File: src/rtl/sd_drive_arbiter_if.sv
// ---------------------------------------------------------------------------
// sd_drive_arbiter_if
//   Block-level SD channel between the drive arbiter and the HPS I/O bridge.
//   master : arbiter side (issues LBA + rd/wr, supplies write data)
//   slave  : bridge side (returns ack and buffer write strobes)
//   sd_lba      32  sector address
//   sd_rd/sd_wr  1  level request, held until sd_ack
//   sd_ack       1  bridge busy with the sector
//   sd_buff_wr   1  bridge strobe into the owner's sector buffer
//   sd_buff_din DW  owner's buffer data for sector writes
// ---------------------------------------------------------------------------
interface sd_drive_arbiter_if #(
  parameter int DW = 8
);
  logic [31:0]   sd_lba;
  logic          sd_rd;
  logic          sd_wr;
  logic          sd_ack;
  logic          sd_buff_wr;
  logic [DW-1:0] sd_buff_din;

  modport master (
    output sd_lba, sd_rd, sd_wr, sd_buff_din,
    input  sd_ack, sd_buff_wr
  );

  modport slave (
    input  sd_lba, sd_rd, sd_wr, sd_buff_din,
    output sd_ack, sd_buff_wr
  );
endinterface

File: src/rtl/sd_drive_arbiter.sv
// ---------------------------------------------------------------------------
// sd_drive_arbiter
//   Shares the single SD block channel of the HPS bridge between two virtual
//   drives. Each drive posts one sector request (rd/wr pulse + LBA); the
//   channel is granted round-robin and ack / buffer strobes / write data are
//   routed to and from the owning drive only.
//
//   clk_sys, reset            clock, synchronous active-high reset
//   drv_lba*, drv_rd*, drv_wr*  per-drive request pulse and LBA
//   drv_buff_din*             per-drive buffer data (sector write path)
//   drv_ack*, drv_buff_wr*    bridge ack / strobe gated to the owner
//   drv_done*                 one-cycle completion pulse
//   drv_busy*                 request pending or in progress
//   sd                        bridge-side channel (master modport)
// ---------------------------------------------------------------------------
module sd_drive_arbiter #(
  parameter int AW = 9,
  parameter int DW = 8
) (
  input  logic          clk_sys,
  input  logic          reset,
  input  logic [31:0]   drv_lba0,
  input  logic [31:0]   drv_lba1,
  input  logic          drv_rd0,
  input  logic          drv_rd1,
  input  logic          drv_wr0,
  input  logic          drv_wr1,
  input  logic [DW-1:0] drv_buff_din0,
  input  logic [DW-1:0] drv_buff_din1,
  output logic          drv_ack0,
  output logic          drv_ack1,
  output logic          drv_buff_wr0,
  output logic          drv_buff_wr1,
  output logic          drv_done0,
  output logic          drv_done1,
  output logic          drv_busy0,
  output logic          drv_busy1,
  sd_drive_arbiter_if.master sd
);

  // Buffer address width is only meaningful to the drives; reject nonsense.
  if (AW < 1 || DW < 1) begin : g_bad_param
    $error("sd_drive_arbiter: AW and DW must be positive");
  end

  typedef enum logic [1:0] {IDLE, ISSUE, XFER, DONE} state_e;

  state_e           state_q, state_d;
  logic             owner_q, owner_d;
  logic             last_q, last_d;
  logic [1:0]       pend_q, pend_d;
  logic [1:0]       dir_q, dir_d;      // 1 = write
  logic [1:0][31:0] lba_q, lba_d;
  logic [31:0]      sd_lba_q, sd_lba_d;
  logic             sd_rd_q, sd_rd_d;
  logic             sd_wr_q, sd_wr_d;

  logic [1:0]          req, req_wr, active, busy, ack, bwr, done;
  logic [1:0][31:0]    req_lba;
  logic [1:0][DW-1:0]  din;
  logic                gnt_vld, gnt;

  assign req     = {drv_rd1 | drv_wr1, drv_rd0 | drv_wr0};
  // rd wins when both are pulsed together
  assign req_wr  = {drv_wr1 & ~drv_rd1, drv_wr0 & ~drv_rd0};
  assign req_lba = {drv_lba1, drv_lba0};
  assign din     = {drv_buff_din1, drv_buff_din0};

  always_comb begin
    active = '0;
    if (state_q != IDLE) active[owner_q] = 1'b1;
  end

  assign busy = pend_q | active;

  // No grant while the bridge still holds ack, so a stale ack left over
  // from an aborted transfer is never credited to the next owner.
  assign gnt_vld = (state_q == IDLE) && !sd.sd_ack && (pend_q != 2'b00);
  assign gnt     = (&pend_q) ? ~last_q : pend_q[1];

  always_comb begin
    state_d  = state_q;
    owner_d  = owner_q;
    last_d   = last_q;
    pend_d   = pend_q;
    dir_d    = dir_q;
    lba_d    = lba_q;
    sd_lba_d = sd_lba_q;
    sd_rd_d  = sd_rd_q;
    sd_wr_d  = sd_wr_q;

    // One outstanding request per drive; extra pulses are dropped.
    for (int i = 0; i < 2; i++) begin
      if (req[i] && !busy[i]) begin
        pend_d[i] = 1'b1;
        lba_d[i]  = req_lba[i];
        dir_d[i]  = req_wr[i];
      end
    end

    case (state_q)
      IDLE: begin
        if (gnt_vld) begin
          owner_d     = gnt;
          last_d      = gnt;
          pend_d[gnt] = 1'b0;
          sd_lba_d    = lba_q[gnt];
          sd_rd_d     = ~dir_q[gnt];
          sd_wr_d     = dir_q[gnt];
          state_d     = ISSUE;
        end
      end
      ISSUE: begin
        if (sd.sd_ack) begin
          sd_rd_d = 1'b0;
          sd_wr_d = 1'b0;
          state_d = XFER;
        end
      end
      XFER: begin
        if (!sd.sd_ack) state_d = DONE;
      end
      DONE: begin
        state_d = IDLE;
      end
      default: state_d = IDLE;
    endcase
  end

  always_ff @(posedge clk_sys) begin
    if (reset) begin
      state_q  <= IDLE;
      owner_q  <= 1'b0;
      last_q   <= 1'b1;
      pend_q   <= '0;
      dir_q    <= '0;
      lba_q    <= '0;
      sd_lba_q <= '0;
      sd_rd_q  <= 1'b0;
      sd_wr_q  <= 1'b0;
    end else begin
      state_q  <= state_d;
      owner_q  <= owner_d;
      last_q   <= last_d;
      pend_q   <= pend_d;
      dir_q    <= dir_d;
      lba_q    <= lba_d;
      sd_lba_q <= sd_lba_d;
      sd_rd_q  <= sd_rd_d;
      sd_wr_q  <= sd_wr_d;
    end
  end

  // Owner-only routing of bridge strobes
  always_comb begin
    ack  = '0;
    bwr  = '0;
    done = '0;
    if (state_q == ISSUE || state_q == XFER) ack[owner_q] = sd.sd_ack;
    if (state_q == XFER) bwr[owner_q] = sd.sd_buff_wr;
    if (state_q == DONE) done[owner_q] = 1'b1;
  end

  assign {drv_ack1, drv_ack0}         = ack;
  assign {drv_buff_wr1, drv_buff_wr0} = bwr;
  assign {drv_done1, drv_done0}       = done;
  assign {drv_busy1, drv_busy0}       = busy;

  assign sd.sd_lba      = sd_lba_q;
  assign sd.sd_rd       = sd_rd_q;
  assign sd.sd_wr       = sd_wr_q;
  assign sd.sd_buff_din = din[owner_q];

endmodule

File: src/flat_wrapper.sv
// flat-port wrapper written by rule: the top's interface ports become plain ports
module sd_drive_arbiter_flat 
#(
  parameter int AW = 9,
  parameter int DW = 8
)
  (clk_sys, reset, drv_lba0, drv_lba1, drv_rd0, drv_rd1, drv_wr0, drv_wr1, drv_buff_din0, drv_buff_din1, drv_ack0, drv_ack1, drv_buff_wr0, drv_buff_wr1, drv_done0, drv_done1, drv_busy0, drv_busy1, sd_sd_lba, sd_sd_rd, sd_sd_wr, sd_sd_buff_din, sd_sd_ack, sd_sd_buff_wr);
  sd_drive_arbiter_if #(.DW(DW)) sd_i ();
  input  logic clk_sys;
  input  logic reset;
  input  logic [31:0] drv_lba0;
  input  logic [31:0] drv_lba1;
  input  logic drv_rd0;
  input  logic drv_rd1;
  input  logic drv_wr0;
  input  logic drv_wr1;
  input  logic [DW-1:0] drv_buff_din0;
  input  logic [DW-1:0] drv_buff_din1;
  output logic drv_ack0;
  output logic drv_ack1;
  output logic drv_buff_wr0;
  output logic drv_buff_wr1;
  output logic drv_done0;
  output logic drv_done1;
  output logic drv_busy0;
  output logic drv_busy1;
  output wire logic [$bits(sd_i.sd_lba)-1:0] sd_sd_lba;
  output wire logic [$bits(sd_i.sd_rd)-1:0] sd_sd_rd;
  output wire logic [$bits(sd_i.sd_wr)-1:0] sd_sd_wr;
  output wire logic [$bits(sd_i.sd_buff_din)-1:0] sd_sd_buff_din;
  input wire logic [$bits(sd_i.sd_ack)-1:0] sd_sd_ack;
  input wire logic [$bits(sd_i.sd_buff_wr)-1:0] sd_sd_buff_wr;
  assign sd_sd_lba = sd_i.sd_lba;
  assign sd_sd_rd = sd_i.sd_rd;
  assign sd_sd_wr = sd_i.sd_wr;
  assign sd_sd_buff_din = sd_i.sd_buff_din;
  assign sd_i.sd_ack = sd_sd_ack;
  assign sd_i.sd_buff_wr = sd_sd_buff_wr;
  sd_drive_arbiter #(.AW(AW), .DW(DW)) u_core (.clk_sys(clk_sys), .reset(reset), .drv_lba0(drv_lba0), .drv_lba1(drv_lba1), .drv_rd0(drv_rd0), .drv_rd1(drv_rd1), .drv_wr0(drv_wr0), .drv_wr1(drv_wr1), .drv_buff_din0(drv_buff_din0), .drv_buff_din1(drv_buff_din1), .drv_ack0(drv_ack0), .drv_ack1(drv_ack1), .drv_buff_wr0(drv_buff_wr0), .drv_buff_wr1(drv_buff_wr1), .drv_done0(drv_done0), .drv_done1(drv_done1), .drv_busy0(drv_busy0), .drv_busy1(drv_busy1), .sd(sd_i));
endmodule
File: config.mk
export PLATFORM = sky130hd
export DESIGN_NAME = sd_drive_arbiter_flat
export DESIGN_NICKNAME = d
export VERILOG_FILES = /design/src/rtl/sd_drive_arbiter_if.sv /design/src/rtl/sd_drive_arbiter.sv /design/src/flat_wrapper.sv
export SDC_FILE = /design/constraint.sdc
export NUM_CORES = 1
export LEC_CHECK = 0
export CAP_MARGIN = 20
export CORE_MARGIN = 1.5
export CORE_UTILIZATION = 50
export DETAILED_ROUTE_END_ITERATION = 16
export PLACE_DENSITY = 0.84
export SKIP_LAST_GASP = 1
export SLEW_MARGIN = 0
export SYNTH_ARGS = -nofsm -noshare
export SYNTH_HDL_FRONTEND = slang
export SYNTH_SLANG_ARGS = --single-unit
File: constraint.sdc
create_clock -name clk_sys -period 3.1 [get_ports clk_sys]
set_input_delay 0.62 -clock clk_sys [delete_from_list [all_inputs] [get_ports clk_sys]]
set_output_delay 0.62 -clock clk_sys [all_outputs]
set_load 0.05 [all_outputs]
==> results of run 1 <==
cells in the mapped netlist (2+ instances only):
master and instances:
a211oi_1 3, a21oi_1 68, a31oi_1 33, and3_1 2, buf_2 26, buf_4 3, clkbuf_1 38, clkbuf_2 4
dfxtp_1 106, ha_1 4, inv_1 3, mux2_2 8, mux2i_1 2, nand2_1 5, nand2b_1 7, nand3_1 96
nand4_1 32, nor2_1 7, nor2b_1 3, o21ai_0 32, o21ai_1 34, o31ai_1 32, o32ai_1 2, or2_2 2
state kept, by name (all words and copies together), names as in the netlist:
register,cells
u_core.owner_q,1
u_core.dir_q,2
u_core.last_q,1
u_core.sd.sd_wr,1
u_core.sd.sd_rd,1
u_core.lba_q,64
u_core.state_q,2
u_core.sd.sd_lba,32
u_core.pend_q,2
through the flow:
stage               area [um^2]  cells  setup slack, ps  utilization, %  hold WS, ps
floorplan                  4706    567             1004               -        448.5
global placement           6007    757            455.4           65.32        455.2
detailed placement         6007    757            429.6           65.32        463.9
CTS                        6181    771            266.1           67.21        478.5
global route               6208    772            197.6           67.51        495.6
finish                     6208    772            283.0           67.51        477.3
kinds of logic (layout without fill, tap and decap cells):
| group | count (synthesis) | after routing | synth area share, % |
|---|---|---|---|
| AOI/OAI and AO/OA | 210 | 210 | 25.92 |
| DFF | 106 | 106 | 45.09 |
| and+or+nand+nor | 160 | 160 | 18.24 |
| buffers and inverters | 77 | 171 | 7.338 |
| muxes | 10 | 10 | 2.340 |
| adders and majority gates | 4 | 4 | 1.064 |
worst min-delay path: cells and delay by family (launching register included):
family | cells | cell delay, ps
AOI/OAI and AO/OA | 2 | 120
DFF | 1 | 320
placed cells by master (no fill, tap or decap), types with 18 or more instances in the layout:
cell type / Yosys / layout
clkdlybuf4s50_1: 0 / 132
dfxtp_1: 106 / 106
nand3_1: 96 / 96
a21oi_1: 68 / 68
o21ai_1: 34 / 34
a31oi_1: 33 / 33
nand4_1: 32 / 32
o31ai_1: 32 / 32
o21ai_0: 32 / 32
buf_4: 3 / 18
layer usage:
layer  track usage, %  vias to the layer above
li1                 -                     2300
met1            33.70                     2262
met2            47.46                      255
met3            5.223                       29
met4            12.68                        0
met5                0                        -
final cells by class:
type                    instances  area [um^2]  share of cell area [%]
multi-input cells             384         2251                   36.26
well taps                     111        138.9                   2.237
inverters                       5        18.77                  0.3023
clock buffers                  11        131.4                   2.116
flip-flops and latches        106         2122                   34.18
repair buffers                152         1504                   24.22
clock inverters                 3        42.54                  0.6852
path summary, 6_finish.rpt:
| path | slack, ps | endpoint | startpoint | cells past startpoint |
|---|---|---|---|---|
| setup / recovery | 280 | sd_sd_buff_din[1] | u_core.owner_q | 2 |
| setup reg to reg | 1160 | u_core.sd.sd_lba[24] | u_core.state_q[0] | 6 |
| hold reg to reg | 480 | u_core.lba_q[57] | u_core.lba_q[57] | 2 |
| hold / removal | 480 | u_core.lba_q[57] | u_core.lba_q[57] | 2 |
report_power, final:
group	internal, mW	total (mW)	switching [mW]
logic	0.619	1.80	1.18
clock network	0.365	0.805	0.441
registers	1.61	1.77	0.164
total	2.59	4.38	1.79
==> impl_results.md, run 1 <==
* H-Tree Depth at 3
* Root buffer cell: clkbuf_8
* Hold WC Path Type: flop to flop
* Vias at 4,846
* Clk_lat worst skew at between 300 and 400 ps
* Setup CP Type: flop to output pin
* Floorplan core area at 0.009196 mm^2
* Critical Path Sink Type: output pin
* Initial Util at between 50% and 60%
* CP Launch Type: flop
* WP data required at 2480 ps
* Antenna violation net count after detailed routing at 0
* Setup tns final at 0 ps
* First-pass GRT wire length at 21,560 um
* Routed length on met2 at 6798 um
* Avg Cell Area, Syn at about 8.3 um^2
* FILL cells at 789
* Top post-synthesis cells by area: dfxtp_1 (45%), nand3_1 (10%), a21oi_1 (7.2%)
* Slew headroom at 27.60%
* Pwr dens at 705.0 mW/mm^2
* Max-cap violation count at 0
* Final Routed Wirelength at 13,940 um
* Cell Chain, Critical Path: mux2_2 -> clkdlybuf4s50_1
* Distinct cells, synth at 39
* Estimated wirelength of the detail-placed design at 9405 um
* Cell type with the largest total area after synthesis: dfxtp_1
* Met3 routed WL at 1208 um
* Async S/R FF share, synth at 0%
* Clock Pin Slew Worst Setup and Hold Paths at about 90 ps
* Top cell type's share of synthesized area at 45.09%
* Via-per-instance ratio at ~6.3
* Largest net degree at the start of global routing at 110
* Max VDD drop at 0.4295 mV
* Ports at 138
* Post-cts sizing count at 0
* Final period util at 90.87%
* Synthesized area at 0.004706 mm^2
* Antenna Cells at 0
* Worst Tran Pin Value at 1086 ps
* CP top delay family: flip-flops
* Total congestion overflow at 0
* RSZ-0062 raised after global routing: no
* Final hold viol count at 0
* Worst Path Max Fanout at 18
* Drt first-iter violations at 442
* Drt pass-1 iters at 5
* Die Area at 0.01000 mm^2
* Initial antenna violation count at 0
* Metal1 wirelength at between 5000 and 6000 um
* Yosys reg bits at 106
* Ratio of cells with drive above 1 in the final layout at between 7 and 8%
* Hold-fix buffers at CTS at 0
* Buffers on Ports at roughly 140
* Post-synthesis sequential area ratio at 45.09%
* Clock sinks at 106
* Clk_skew at 8.476 ps
* DRC Markers at 0
* Setup bufs post-CTS at 0
* Leak pwr at 2.155 nW
* Ys Warns at 0
* Final setup fails at 0
* Most common flop cell mapped by yosys: dfxtp_1
* Post-Syn Instances at 567
* CTS buffer count at 9
* Post-synth EDFFs at 0
* Longest Clk Path Bufs at 2
* CP max stage cell: dfxtp_1
* CTS tree: done
* Wire length per cell at 18.05 um
* FMAX at approximately 350 MHz
* Total Routing Usage GR at 27.68%
* GP Congestion at about 0.85
* Max stage delay on crit path at between 700 and 800 ps
* NumNets Final at 750
* Syn Nets at 659
* Outcome: finished clean
* Max Transition Viols Final at 0
* Vias in the first global route at around 4,500
* Arrival time at the worst endpoint at approximately 2200 ps
* Overall power at around 4.4 mW
* Area grow syn2layout at 31.93%
* Die Height at 100.0 um
* Highest routed metal layer: met4
* Critical path buffers and inverters at 1
* Min Tclk post-route at roughly 2800 ps
* Die W at between 100 and 150 um
* Cell Rows at 35
No activity file was read; power rests on OpenSTA's default activity.
==> run 2, diff against run 1 <==
--- a/config.mk
+++ b/config.mk
@@ -8,6 +8,7 @@
 export CAP_MARGIN = 20
 export CORE_MARGIN = 1.5
 export CORE_UTILIZATION = 50
+export CTS_BUF_LIST = sky130_fd_sc_hd__clkbuf_8
 export DETAILED_ROUTE_END_ITERATION = 16
 export PLACE_DENSITY = 0.84
 export SKIP_LAST_GASP = 1
==> run 2 against run 1 <==
  * Sequential power hardly changed
  * Critical path depth did not move
  * Routed wire length about the same
  * Cell count unchanged
  * Combinational power about the same
  * Largest cell class unchanged
  * Global-route usage is the same
  * Final area stayed put
==> impl_results.md, run 2 (synthesized netlist as in run 1, its figures left out) <==
* Vias at 4,849 (+0.062%)
* Place WS at 429.6 ps (unchanged)
* Arrival time at the worst endpoint at 2190 ps (about the same)
* Setup bufs post-CTS at 0 (unchanged)
* Die Area at 0.01000 mm^2 (unchanged)
* Worst Path Max Fanout at 18 (unchanged)
* Final setup fails at 0 (unchanged)
* Antenna violation net count after detailed routing at 0 (unchanged)
* Clk_skew at 9.611 ps (+1.135 ps)
* Estimated wirelength of the detail-placed design at 9405 um (unchanged)
* Sw power at 1.787 mW (+0.13%)
* Combinational share of power at 41.2% (about the same)
* Final Routed Wirelength at 13,920 um (about the same)
* Net Sw Frac at 40.88% (+0.092 points)
* Clock sinks at 106 (unchanged)
* Pwr dens at 704.3 mW/mm^2 (about the same)
* Worst Tran Pin Value at 1082 ps (-4.122 ps)
* Antenna Cells at 0 (unchanged)
* CP Launch Type: flop
* Max stage delay on crit path at 720 ps (about the same)
* Min Tclk post-route at 2813 ps (-4.237 ps)
* Max-cap violation count at 0 (unchanged)
* Ratio of cells with drive above 1 in the final layout at 7.413% (unchanged)
* Longest Clk Path Bufs at 2 (unchanged)
* Hold WC Path Type: flop to flop
* CP max stage cell: dfxtp_1
* Area grow syn2layout at 31.93% (unchanged)
* Setup tns final at 0 ps (unchanged)
* Largest net degree at the start of global routing at 110 (unchanged)
* Root buffer cell: clkbuf_8
* Drt pass-1 iters at 5 (unchanged)
* RSZ-0062 raised after global routing: no
* Hold-fix buffers at CTS at 0 (unchanged)
* Total congestion overflow at 0 (unchanged)
* Sequential Power Share at 40.5% (about the same)
* Floorplan core area at 0.009196 mm^2 (unchanged)
* Max Transition Viols Final at 0 (unchanged)
* Total Routing Usage GR at 27.68% (unchanged)
* Cell Chain, Critical Path: mux2_2 -> clkdlybuf4s50_1
* Cell Rows at 35 (unchanged)
* CTS tree: done
* DRC Markers at 0 (unchanged)
* Most common cell after layout, fill and taps aside: clkdlybuf4s50_1
* NumNets Final at 750 (unchanged)
* GP Congestion at 0.8505 (unchanged)
* Slew headroom at 27.87% (+0.27 points)
* Ports at 138 (unchanged)
* Setup CP Type: flop to output pin
* Via-per-instance ratio at 6.281 (about the same)
* Vias in the first global route at 4,500 (unchanged)
* Buffers on Ports at 137 (unchanged)
* Critical Path Sink Type: output pin
* Clock Pin Slew Worst Setup and Hold Paths at 90 ps (about the same)
* Post-cts sizing count at 0 (unchanged)
* Final period util at 90.73% (-0.14 points)
* Biggest register: u_core.lba_q
* Initial antenna violation count at 0 (unchanged)
* Max VDD drop at 0.4297 mV (about the same)
* Clock share of power at 18.3% (about the same)
* Die Height at 100.0 um (unchanged)
* Final hold viol count at 0 (unchanged)
* Leak pwr at 2.163 nW (+0.39%)
* H-Tree Depth at 3 (unchanged)
* FMAX at 355.5 MHz (+0.15%)
* Max FFs per register at 64 (unchanged)
* First-pass GRT wire length at 21,560 um (unchanged)
* WP data required at 2480 ps (about the same)
* Die W at 100.0 um (unchanged)
* Outcome: finished clean
* Hold Slack at 477.9 ps (+0.6370 ps)
* CTS buffer count at 9 (unchanged)
* Most frequent cells in the layout: clkdlybuf4s50_1 (132), dfxtp_1 (106), nand3_1 (96), a21oi_1 (68), o21ai_1 (34)
* Final WS setup at 287.2 ps (+4.237 ps)
* Initial Util at 51.17% (unchanged)
* Drt first-iter violations at 442 (unchanged)
* Wire length per cell at 18.03 um (about the same)
* Clk_lat worst skew at 370 ps (about the same)
* Total internal power at 2.585 mW (-0.25%)
## run 2: worst max-delay path, delay by kind of cell (launching register included)
kind / cells / cell delay, ps
buf+inv: 1 / 700
flops: 1 / 720
mux: 1 / 410
## run 2: area by class of cell
cell class | count | area (um^2)
well taps | 111 | 138.9
clock buffers | 9 | 123.9
clock inverters | 5 | 50.05
fillers | 789 | 2988
flip-flops and latches | 106 | 2122
multi-input cells | 384 | 2251
repair buffers | 152 | 1504
inverters | 5 | 18.77
## run 2: per-stage QoR
stage               util, %  total power [mW]  cells  area (um^2)
floorplan                 -             3.054    567         4706
global placement      65.32             3.510    757         6007
detailed placement    65.32             3.570    757         6007
CTS                   67.21             4.346    771         6181
global route          67.51             4.593    772         6208
finish                67.51             4.372    772         6208
## run 2: power by group through the flow
| stage | combinational, mW | sequential, mW | clock (mW) |
|---|---|---|---|
| floorplan | 1.15 | 1.90 | 0 |
| global placement | 1.72 | 1.79 | 0 |
| detailed placement | 1.77 | 1.80 | 0 |
| CTS | 1.78 | 1.77 | 0.801 |
| global route | 1.95 | 1.80 | 0.853 |
| finish | 1.80 | 1.77 | 0.801 |
## run 2: routing by layer
layer | wire [um] | track usage (%) | part of all wire (%) | up-vias
met5 | 0 | 0 | 0 | -
met1 | 5430 | 33.70 | 39 | 2243
li1 | - | - | - | 2297
met4 | 479 | 12.68 | 3.4 | 0
met3 | 1226 | 5.223 | 8.8 | 31
met2 | 6785 | 47.46 | 49 | 278
## run 2: final timing paths
path                      from                    to  slack, ps  cells past startpoint
max             u_core.owner_q     sd_sd_buff_din[1]        290                      2
min           u_core.lba_q[57]      u_core.lba_q[57]        480                      2
max reg2reg  u_core.state_q[0]  u_core.sd.sd_lba[24]       1180                      6
min reg2reg   u_core.lba_q[57]      u_core.lba_q[57]        480                      2
